==> config.mk <==
export PLATFORM = sky130hd
export DESIGN_NAME = apb_regfile
export DESIGN_NICKNAME = d
export VERILOG_FILES = /design/src/rtl/apb_regfile_pkg.sv /design/src/rtl/apb_regfile_cell.sv /design/src/rtl/apb_regfile.sv
export SDC_FILE = /design/constraint.sdc
export NUM_CORES = 1
export LEC_CHECK = 0
export CAP_MARGIN = 25
export CORE_UTILIZATION = 47
export DETAILED_ROUTE_END_ITERATION = 10
export GPL_TIMING_DRIVEN = 1
export PLACE_DENSITY = 0.81
export SYNTH_ARGS = -nofsm -noshare
export SYNTH_HDL_FRONTEND = slang
export SYNTH_SLANG_ARGS = --single-unit
==> constraint.sdc <==
create_clock -name PCLK -period 2.6 [get_ports PCLK]
set_input_delay 0.65 -clock PCLK [delete_from_list [all_inputs] [get_ports PCLK]]
set_output_delay 0.65 -clock PCLK [all_outputs]
set_load 0.05 [all_outputs]
==> src/rtl/apb_regfile_pkg.sv <==
// Shared types, decode helper and elaboration-check macro for apb_regfile.
// Optional byte strobes are enabled by defining APB_REGFILE_PSTRB_EN.
`ifndef APB_REGFILE_CHECK
`define APB_REGFILE_CHECK(label, cond, msg) \
  if (!(cond)) begin : label \
    $error(msg); \
  end
`endif

package apb_regfile_pkg;

  localparam int CNTW = 4;

  typedef enum logic [1:0] {
    IDLE,
    WAIT,
    DONE
  } state_t;

  typedef struct packed {
    logic            valid;
    logic [CNTW-1:0] idx;
  } ro_hit_t;

  // Maps a register index onto the RO window; idx is only meaningful when valid.
  function automatic ro_hit_t ro_index(input int addr, input int base, input int num);
    ro_hit_t h;
    h.valid = (addr >= base) && (addr < base + num);
    h.idx   = h.valid ? CNTW'(addr - base) : '0;
    return h;
  endfunction

endpackage

==> src/rtl/apb_regfile_cell.sv <==
// One RW register with byte strobes, reset value and a registered write pulse.
module apb_regfile_cell
  import apb_regfile_pkg::*;
#(
  parameter int                DWIDTH    = 8,
  parameter int                NB        = (DWIDTH + 7) / 8,
  parameter logic [DWIDTH-1:0] RESET_VAL = '0
) (
  input  logic              clk,
  input  logic              rst,
  input  logic              en,
  input  logic [NB-1:0]     strb,
  input  logic [DWIDTH-1:0] d,
  output logic [DWIDTH-1:0] q,
  output logic              wr
);

  logic [DWIDTH-1:0] mask;

  always_comb begin
    mask = '0;
    for (int i = 0; i < DWIDTH; i++) mask[i] = strb[i/8];
  end

  always_ff @(posedge clk or posedge rst) begin
    if (rst) begin
      q  <= RESET_VAL;
      wr <= 1'b0;
    end else begin
      wr <= en && (|strb);
      if (en) q <= (q & ~mask) | (d & mask);
    end
  end

endmodule

==> src/rtl/apb_regfile.sv <==
// Parametrised APB register file: NUM_RW control registers, NUM_RO status inputs,
// WAIT_STATES access-phase stalls. Define APB_REGFILE_PSTRB_EN to add PSTRB byte strobes.
module apb_regfile
  import apb_regfile_pkg::*;
#(
  parameter int                AWIDTH      = 4,
  parameter int                DWIDTH      = 8,
  parameter int                NUM_RW      = 5,
  parameter int                NUM_RO      = 3,
  parameter int                RO_BASE     = 8,
  parameter int                WAIT_STATES = 0,
  parameter logic [DWIDTH-1:0] RW_RESET    = '0
) (
  input  logic                     PCLK,
  input  logic                     PRESET,
  input  logic                     PSEL,
  input  logic                     PENABLE,
  input  logic                     PWRITE,
  input  logic [AWIDTH-1:0]        PADDR,
  input  logic [DWIDTH-1:0]        PWDATA,
`ifdef APB_REGFILE_PSTRB_EN
  input  logic [DWIDTH/8-1:0]      PSTRB,
`endif
  output logic [DWIDTH-1:0]        PRDATA,
  output logic                     PREADY,
  output logic                     PSLVERR,
  output logic [NUM_RW*DWIDTH-1:0] regw_out,
  output logic [NUM_RW-1:0]        regw_wr,
  input  logic [NUM_RO*DWIDTH-1:0] regr_in
);

  localparam int NB = (DWIDTH + 7) / 8;

  `APB_REGFILE_CHECK(chk_num_rw, (NUM_RW >= 1) && (NUM_RW <= 16), "NUM_RW must be 1..16")
  `APB_REGFILE_CHECK(chk_num_ro, (NUM_RO >= 1) && (NUM_RO <= 16), "NUM_RO must be 1..16")
  `APB_REGFILE_CHECK(chk_ro_base, (RO_BASE >= NUM_RW) && (RO_BASE + NUM_RO <= 2**AWIDTH), "RO window overlaps RW or exceeds PADDR range")
  `APB_REGFILE_CHECK(chk_wait, (WAIT_STATES >= 0) && (WAIT_STATES <= 15), "WAIT_STATES must be 0..15")
`ifdef APB_REGFILE_PSTRB_EN
  `APB_REGFILE_CHECK(chk_dwidth, (DWIDTH % 8) == 0, "DWIDTH must be a multiple of 8 with PSTRB")
`endif

  state_t            state;
  logic [CNTW-1:0]   cnt;
  logic [AWIDTH-1:0] addr_q;
  logic              wr_q;

  logic [AWIDTH-1:0] addr_sel;
  logic              wr_sel;
  logic              rw_hit;
  ro_hit_t           ro;
  logic              err;
  logic [DWIDTH-1:0] rdata;
  logic [NB-1:0]     strb;
  logic              wr_fire;

  // In IDLE the bus itself is decoded (zero-wait capture); later the setup latch is used.
  always_comb begin
    addr_sel = (state == IDLE) ? PADDR : addr_q;
    wr_sel   = (state == IDLE) ? PWRITE : wr_q;
    rw_hit   = int'(addr_sel) < NUM_RW;
    ro       = ro_index(int'(addr_sel), RO_BASE, NUM_RO);
    err      = !(rw_hit || ro.valid) || (wr_sel && ro.valid);
`ifdef APB_REGFILE_PSTRB_EN
    err      = err || (!wr_sel && (|PSTRB));
`endif
    rdata    = '0;
    if (!wr_sel && !err) begin
      for (int k = 0; k < NUM_RW; k++)
        if (int'(addr_sel) == k) rdata = regw_out[k*DWIDTH +: DWIDTH];
      for (int k = 0; k < NUM_RO; k++)
        if (ro.valid && (int'(ro.idx) == k)) rdata = regr_in[k*DWIDTH +: DWIDTH];
    end
  end

`ifdef APB_REGFILE_PSTRB_EN
  assign strb = PSTRB;
`else
  assign strb = '1;
`endif

  assign wr_fire = (state == DONE) && PSEL && PENABLE && PWRITE && wr_q && !PSLVERR;

  always_ff @(posedge PCLK or posedge PRESET) begin
    if (PRESET) begin
      state   <= IDLE;
      cnt     <= '0;
      addr_q  <= '0;
      wr_q    <= 1'b0;
      PRDATA  <= '0;
      PREADY  <= 1'b0;
      PSLVERR <= 1'b0;
    end else begin
      PRDATA  <= '0;
      PREADY  <= 1'b0;
      PSLVERR <= 1'b0;
      case (state)
        IDLE: begin
          if (PSEL && !PENABLE) begin
            addr_q <= PADDR;
            wr_q   <= PWRITE;
            if (WAIT_STATES == 0) begin
              state   <= DONE;
              PREADY  <= 1'b1;
              PSLVERR <= err;
              PRDATA  <= rdata;
            end else begin
              state <= WAIT;
              cnt   <= CNTW'(WAIT_STATES);
            end
          end
        end
        WAIT: begin
          if (!PSEL) begin
            state <= IDLE;
          end else if (cnt == CNTW'(1)) begin
            state   <= DONE;
            PREADY  <= 1'b1;
            PSLVERR <= err;
            PRDATA  <= rdata;
          end else begin
            cnt <= cnt - CNTW'(1);
          end
        end
        DONE:    state <= IDLE;
        default: state <= IDLE;
      endcase
    end
  end

  for (genvar k = 0; k < NUM_RW; k++) begin : g_cell
    apb_regfile_cell #(
      .DWIDTH   (DWIDTH),
      .NB       (NB),
      .RESET_VAL(RW_RESET)
    ) u_cell (
      .clk (PCLK),
      .rst (PRESET),
      .en  (wr_fire && (int'(addr_q) == k)),
      .strb(strb),
      .d   (PWDATA),
      .q   (regw_out[k*DWIDTH +: DWIDTH]),
      .wr  (regw_wr[k])
    );
  end

endmodule

==> summary.md <==
| Metric | Value |
|---|---|
| Fraction of registers with async set/reset | 100.0% |
| R2r startpoint | state[1] |
| Required time worst endpoint | 2.82 ns |
| # IOs | 96 |
| Crit-path cells | clkdlybuf4s50_1, mux2_4, mux4_1, a221oi_1, a211o_1, a21boi_1 |
| GRT Util Overall | 24.79% |
| Most frequent cells after synthesis | 61 x dfrtp_1, 42 x mux2_2, 14 x nand2_1, 8 x a211o_1, 8 x buf_2 |
| Die Ht | 82.83 um |
| Max-slew headroom | 62.86% |
| Worst r2r path cells | 6 |
| Leak pwr | 1.980 nW |
| Critical Path AT | 2.60 ns |
| P&R area growth vs syn | 43.85% |
| Syn_nets | 274 |
| Synth Flop Type | dfrtp_1 |
| Fmax | 420.6 MHz |
| Worst hold path class | register to register |
| Synth Register Bits | 61 |
| Total chip power | 2.343 mW |
| Initial antenna violation count | 0 |
| Drt via density | 5.772 |
| P per Cell Area | 530.4 nW/um2 |
| Pre-antenna DRT Iters | 6 |
| Area leader, netlist | dfrtp_1 |
| Mapped cell area | 3070 um2 |
| Setup crit start | PADDR[1] |
| Largest net degree at the start of global routing | 26 |
| Via count | 2482 |
| Dominant cells by area after synthesis | dfrtp_1 50%, mux2_2 15%, mux4_1 4.3%, a211o_1 2.3%, a221oi_1 2.0% |
| Clk pin slew, worst setup/hold paths | 0.07 ns |
| Maxcap violations | 0 |
| Drc violations | 0 |
| Die ar. | 6860 um2 |
| # nets final | 389 |
| 1st-iter DRT viols | 110 |
| Crit Path Class | input pin to register |
| Die Width | 82.83 um |
| Worst hold slack | 0.5355 ns |
| Critical path destination | PRDATA[3] |
| Vias in the first global route | 2530 |
| CTS Buffer Depth | 2 |
| R2R setup slack | 0.40 ns |
| Post-DP HPWL | 6072 um |
| Setup violators final | 0 |
| Avg Cell Area, Syn | 13.18 um2 |
| Ratio of cells with drive above 1 in the final layout | 28.05% |
| Reg2reg end | PRDATA[4] |
| CP max stage cell | mux4_1 |
| Slew Limit Fails | 0 |
| Synthesis warning total | 0 |
| Max stage delay on crit path | 0.59 ns |
| Clk_skew | 0.005456 ns |
| Cells after Synth | 233 |
| EDFF count, synth | 0 |
| Max H-tree Level | 3 |
| # port buffers | 95 |
| Worst-path fanout max | 8 |
| Top-count cell post-synth | dfrtp_1 |
| Slew @ Worst Pin | 0.5563 ns |
| Top cell type's share of synthesized area | 49.71% |
| # fillers | 488 |
| CTS Sinks | 61 |
| Status | finished, final reports clean |
| Post-synth cell types | 48 |
| Crit. End Element | register |
| Gpl congestion | 0.8855 |
| Worst skew pair latency | 0.34 ns |
| Final period util | 91.45% |
| Total core area | 6314 um2 |
| Antenna diodes | 0 |
| First-pass GRT wire length | 13160 um |
| CTS tree | done |
| Wirelength per Cell | 19.01 um |
| Site Rows | 29 |
| Starting Density | 48.63% |
| Hold violation count in the final report | 0 |
| Post-Route WL | 8176 um |
| Clock root buffer | clkbuf_8 |
| Post-synthesis sequential area ratio | 49.71% |
| Worst Setup Start Kind | input pin |
| Total congestion overflow | 0 |
| Unrepaired setup endpoints after global routing | false |
| CTS Hold Buffers Added | 0 |
| # Post-CTS Setup Buffers | 0 |
| CTS Buf Count | 9 |
| Worst vdd ir | 0.0003262 V |
| Fin crit period | 2.378 ns |
| Antenna Nets Post-Route | 0 |
| PostCTS Resize Cnt | 0 |
==> cells by family after synthesis <==
| group | count (synthesis) | share of synthesized area (%) |
|---|---|---|
| compound gates | 47 | 12.47 |
| simple gates | 47 | 10.15 |
| flops | 61 | 49.71 |
| mux | 55 | 23.43 |
| buf+inv | 23 | 4.238 |
==> area by class of cell <==
cell class              instances  area [um2]  area share [%]
flip-flops and latches         61        1526           34.56
multi-input cells             149        1414           32.01
repair buffers                120        1176           26.63
clock buffers                  12       155.1           3.513
well taps                      77       96.34           2.181
inverters                       7       26.28          0.5949
clock inverters                 4       22.52          0.5099
==> sequential cells by signal, summed over array words and instances (netlist names) <==
| register | cells |
|---|---|
| PRDATA | 8 |
| PREADY | 1 |
| PSLVERR | 1 |
| addr_q | 4 |
| g_cell.u_cell.q | 40 |
| g_cell.u_cell.wr | 5 |
| state | 1 |
| wr_q | 1 |
==> how the worst min path moves through the flow <==
stage / start / end / depth (start not counted)
4_1_cts: g_cell[0].u_cell.q[2] / g_cell[0].u_cell.q[2] / 1
3_3_place_gp: g_cell[1].u_cell.q[4] / g_cell[1].u_cell.q[4] / 1
5_1_grt: g_cell[0].u_cell.q[2] / g_cell[0].u_cell.q[2] / 1
2_1_floorplan: wr_q / wr_q / 1
3_5_place_dp: g_cell[3].u_cell.q[7] / g_cell[3].u_cell.q[7] / 1
6_report: g_cell[2].u_cell.q[0] / g_cell[2].u_cell.q[0] / 1
==> power by group <==
part	internal (mW)	switching (mW)	leakage, nW
logic	0.229	0.290	1.06
registers	0.998	0.0635	0.832
clock network	0.393	0.369	0.0921
total	1.62	0.723	1.98
==> routing by layer <==
layer | global-route usage [%] | vias up | part of all wire, %
met4 | 10.34 | 0 | 1.5
met3 | 5.169 | 14 | 6.3
li1 | - | 1118 | -
met5 | 0 | - | 0
met2 | 39.64 | 110 | 48
met1 | 33.02 | 1240 | 45
==> per-stage QoR <==
| stage | setup WS, ns | cell area (um2) | cells | setup TNS (ns) | util (%) |
|---|---|---|---|---|---|
| 6_report | 0.2224 | 4417 | 430 | 0 | 69.96 |
| 5_1_grt | 0.1600 | 4417 | 430 | 0 | 69.96 |
| 4_1_cts | 0.2567 | 4417 | 430 | 0 | 69.96 |
| 3_5_place_dp | -0.1012 | 4239 | 414 | -0.6050 | 67.14 |
| 3_3_place_gp | -0.04673 | 4239 | 414 | -0.2105 | 67.14 |
| 2_1_floorplan | 0.4370 | 3070 | 233 | 0 | - |
==> cell usage in the layout, fill, tap and decap left out, types with 5 or more instances in the layout <==
cell / n
a21boi_1: 7
dfrtp_1: 61
a22oi_1: 7
clkdlybuf4s50_1: 95
clkbuf_8: 11
a21oi_1: 5
nand2_1: 14
a221oi_1: 7
a211o_1: 8
buf_4: 22
mux2_2: 42
inv_1: 6
mux4_1: 5
==> worst max-delay path: cells and delay by family <==
kind | cells | cell delay [ns]
compound gates | 3 | 0.55
buf+inv | 1 | 0.54
mux | 2 | 0.85
Power figures use the tool's default switching activity.
==> patch 1: new RTL, same settings <==
Set the parameter `NUM_RW` to 4 (it was 5).
--- a/src/rtl/apb_regfile.sv
+++ b/src/rtl/apb_regfile.sv
@@ -7,3 +7,3 @@
   parameter int                DWIDTH      = 8,
-  parameter int                NUM_RW      = 5,
+  parameter int                NUM_RW      = 4,
   parameter int                NUM_RO      = 3,
Interface: changed (resized regw_out and regw_wr); port bits go from 96 to 87. The function was not compared with the original's and may differ.
==> patch 1 against the original RTL <==
- die area is 16% lower
- power decreased by 19%
- cell area fell by 17%
- non-clock buffer count down 23
- area after synthesis decreased by 16%
- highest routed layer unchanged
- critical path depth fell by 1
- sequential cell count fell by 9
- clock skew is 0.0057 ns higher
- setup slack gained 0.13 ns
- wire length shrank 22%
- largest cell class unchanged
==> patch 1: results (changes against the original RTL) <==
worst_ep_arrival_time_ns: 2.44  # was 2.60 ns
htreeDepth: 2  # was 3
crit_fanout: 16  # was 8
grt_start_max_net_pins: 28  # was 26
crit_start: "state[1]$_DFFE_PP0P_"  # was PADDR[1]
firstDrtPassIters: 4  # was 6
io_buffers: 86  # was 95
synth_common_cells: "dfrtp_1 (52), mux2_2 (36), nand2_1 (27), mux2i_1 (15), a21oi_1 (11)"  # was dfrtp_1 (61), mux2_2 (42), nand2_1 (14), a211o_1 (8), buf_2 (8)
inverters: 6  # was 7
status: "complete, no violations"  # unchanged
min-delay-start: "g_cell[0].u_cell.q[2]$_DFFE_PP0P_"  # was g_cell[2].u_cell.q[0]$_DFFE_PP0P_
seq_area_sq_um: 1300  # was 1530 sq um
hold_end: "g_cell[0].u_cell.q[2]$_DFFE_PP0P_"  # was g_cell[2].u_cell.q[0]$_DFFE_PP0P_
synth.area.mux_share_pct: 23.3  # was 23.4%
use_met2_pct: 35.1  # was 39.6%
multi_input_gates: 145  # was 149
finalWirelength_um: 6370  # was 8180 um
p_leak_nw: 1.64  # was 1.98 nW
synth_area_leaders: "dfrtp_1 (50%), mux2_2 (16%), mux2i_1 (5.8%)"  # was dfrtp_1 (50%), mux2_2 (15%), mux4_1 (4.3%)
clk_pin_slew_ns: 0.10  # was 0.07 ns
met3_usage_pct: 5.75  # was 5.17%
grt_pass1_vias: 2037  # was 2530
layout-drive-gt1-share_pct: 22.4  # was 28.0%
max-vdd-ir-drop_uv: 393  # was 326 uV
nets: 348  # was 389
critPathSlowestCell: "dfrtp_1"  # was mux4_1
n_clock_buffer: 6  # was 12
wl_met1_um: 2950  # was 3640 um
dp_hpwl_um: 4650  # was 6070 um
fin_skew_ns: 0.0111  # was 0.00546 ns
ys_seq_area_share_pct: 50.4  # was 49.7%
n_all_buffers: 97  # was 120
numCtsBuffers: 5  # was 9
drtIter0Drc: 102  # was 110
path_delay_family: "flip-flops"  # was multiplexers
cp_slowest_stage_delay_ns: 0.77  # was 0.59 ns
wl_met3_um: 412  # was 518 um
grt_pass1_wl_um: 10500  # was 13200 um
[patch 1: cell types whose count changed in the layout (fill, tap and decap cells not counted), moves of 8 or more]
cell / before / now
buf_4: 22 / 9
nand2_1: 14 / 27
mux2i_1: 4 / 15
clkdlybuf4s50_1: 95 / 86
dfrtp_1: 61 / 52
a211o_1: 8 / 0
a22o_1: 0 / 8
[patch 1: power breakdown]
part | total (mW) | internal (mW) | switching [mW]
combinational | 0.454 | 0.206 | 0.249
sequential | 0.896 | 0.851 | 0.0446
clock | 0.541 | 0.286 | 0.255
[patch 1: stage by stage]
step	std cells	hold WS (ns)	total power [mW]	worst slack (ns)	area, sq um
after floorplan	216	0.496	1.18	0.665	2580
after global placement	370	0.512	1.36	0.155	3550
after detailed placement	370	0.517	1.36	0.126	3550
after CTS	378	0.537	1.90	0.378	3660
after global routing	378	0.556	1.97	0.166	3660
final	378	0.536	1.89	0.348	3660
==> patch 2: new RTL, same settings <==
Without the edit above. Encoding of `state_t`: now one-hot (3 bits for 3 states).
--- a/src/rtl/apb_regfile_pkg.sv
+++ b/src/rtl/apb_regfile_pkg.sv
@@ -13,6 +13,6 @@
 
-  typedef enum logic [1:0] {
-    IDLE,
-    WAIT,
-    DONE
+  typedef enum logic [2:0] {
+    IDLE = 3'b001,
+    WAIT = 3'b010,
+    DONE = 3'b100
   } state_t;
Behaviour: same outputs for any inputs over 4 cycles, from zero or initial values and one cycle with PRESET high; so few cycles prove little.
==> patch 2 against the original RTL <==
- non-clock buffer count grew 6
- largest power group unchanged
- area after synthesis grew 1.1%
- sequential cell count grew 1
- power grew 0.47%
- cell area grew 2.5%
- die area grew 1.1%
- clock power grew 14%
- combinational power shrank 12%
- setup slack gained 0.0065 ns
- critical path type unchanged
- wire length grew 12%
==> patch 2: results (changes against the original RTL) <==
finalWirelength_um: 9180  # was 8180 um
vias: 2787  # was 2482
synth_area_leaders: "dfrtp_1 (49%), mux2_2 (12%), nand2_1 (5.4%)"  # was dfrtp_1 (50%), mux2_2 (15%), mux4_1 (4.3%)
grt_pass1_vias: 2926  # was 2530
fillers: 436  # was 488
nets: 455  # was 389
firstDrtPassIters: 4  # was 6
max-vdd-ir-drop_uv: 328  # was 326 uV
p_leak_nw: 2.06  # was 1.98 nW
dp_hpwl_um: 6620  # was 6070 um
crit_fanout: 5  # was 8
ys_types: 42  # was 48
status: "complete, no violations"  # unchanged
fin_skew_ns: 0.0115  # was 0.00546 ns
relSlewSlack_pct: 64.6  # was 62.9%
groute.usage.overall_pct: 28.8  # was 24.8%
drtIter0Drc: 270  # was 110
grt_pass1_wl_um: 15300  # was 13200 um
reg_top3: "g_cell.u_cell.q: 40 flops, PRDATA: 8 flops, g_cell.u_cell.wr: 5 flops"  # unchanged
synth_common_cells: "dfrtp_1 (61), nand2_1 (45), mux2_2 (32), nor2_1 (30), a21oi_1 (14)"  # was dfrtp_1 (61), mux2_2 (42), nand2_1 (14), a211o_1 (8), buf_2 (8)
place_inst: 480  # was 414
post-place-ws_ns: -0.117  # was -0.101 ns
grt_start_max_net_pins: 63  # was 26
layout-drive-gt1-share_pct: 22.0  # was 28.0%
async_flop_share_pct: 100  # unchanged
ys_seq_area_share_pct: 50.0  # was 49.7%
ctsResizeCount: 0  # unchanged
gp_congestion: 0.874  # was 0.886
patch 2: changes by cell type after synthesis, moves of 5 or more:
cell	change
nand2_1	+31
nor2_1	+27
mux2_2	-10
a21oi_1	+9
a211o_1	-8
a211oi_1	+8
a21boi_1	-7
a221oi_1	-7
mux2i_1	+7
o22ai_1	+7
inv_1	-6
mux4_1	-5
nand2b_1	+5
nor4_1	+5
patch 2: critical path: stages:
cell	delay [ns]
clkdlybuf4s50_1	0.49
nand4b_1	0.16
or3_1	0.52
nor2_2	0.24
buf_4	0.19
mux2_2	0.34
patch 2: power breakdown:
part	total [mW]	internal [mW]	switching, mW
Sequential	1.03	0.989	0.0425
Combinational	0.455	0.211	0.244
Clock	0.867	0.473	0.394
patch 2: layer usage:
layer / share of wire (%) / up-vias / track usage, % / wire length (um)
li1: - / 1289 / - / -
met1: 42 / 1348 / 37.9 / 3830
met2: 48 / 128 / 44.8 / 4410
met3: 7.3 / 22 / 7.75 / 668
met4: 2.9 / 0 / 12.7 / 268
met5: 0 / - / 0 / 0
patch 2: final cells by class:
| type | count | share of cell area [%] |
|---|---|---|
| Inverter | 3 | 0.249 |
| Clock buffer | 10 | 3.04 |
| Multi-Input combinational cell | 212 | 31.5 |
| Sequential cell | 62 | 34.3 |
| Clock inverter | 6 | 1.52 |
| Timing Repair Buffer | 126 | 27.2 |
| Tap cell | 77 | 2.13 |
patch 2: worst paths after layout:
kind / start / end / slack, ns / cells past startpoint
setup / recovery: PSEL / g_cell[1].u_cell.q[2]$_DFFE_PP0P_ / 0.23 / 6
hold / removal: wr_q$_DFFE_PP0P_ / wr_q$_DFFE_PP0P_ / 0.52 / 2
setup reg to reg: state[0]$_DFFE_PP1P_ / PRDATA[0]$_DFF_PP0_ / 0.29 / 8
hold reg to reg: wr_q$_DFFE_PP0P_ / wr_q$_DFFE_PP0P_ / 0.52 / 2
max in group asynchronous: PRESET / state[0]$_DFFE_PP1P_ / 1.63 / 3
min in group asynchronous: PRESET / g_cell[4].u_cell.wr$_DFF_PP0_ / 0.67 / 3
patch 2: kinds of logic after synthesis:
logic type      count (synthesis)  synth area share, %
simple gates                  114                 18.4
flops                          62                 50.0
compound gates                 51                 10.8
mux                            47                 16.8
buf+inv                        19                 3.95
patch 2: through the flow:
step	cell area [sq um]	power (mW)
final	4530	2.35
after global routing	4530	2.46
after CTS	4530	2.36
after detailed placement	4320	1.50
after global placement	4320	1.49
after floorplan	3100	1.30
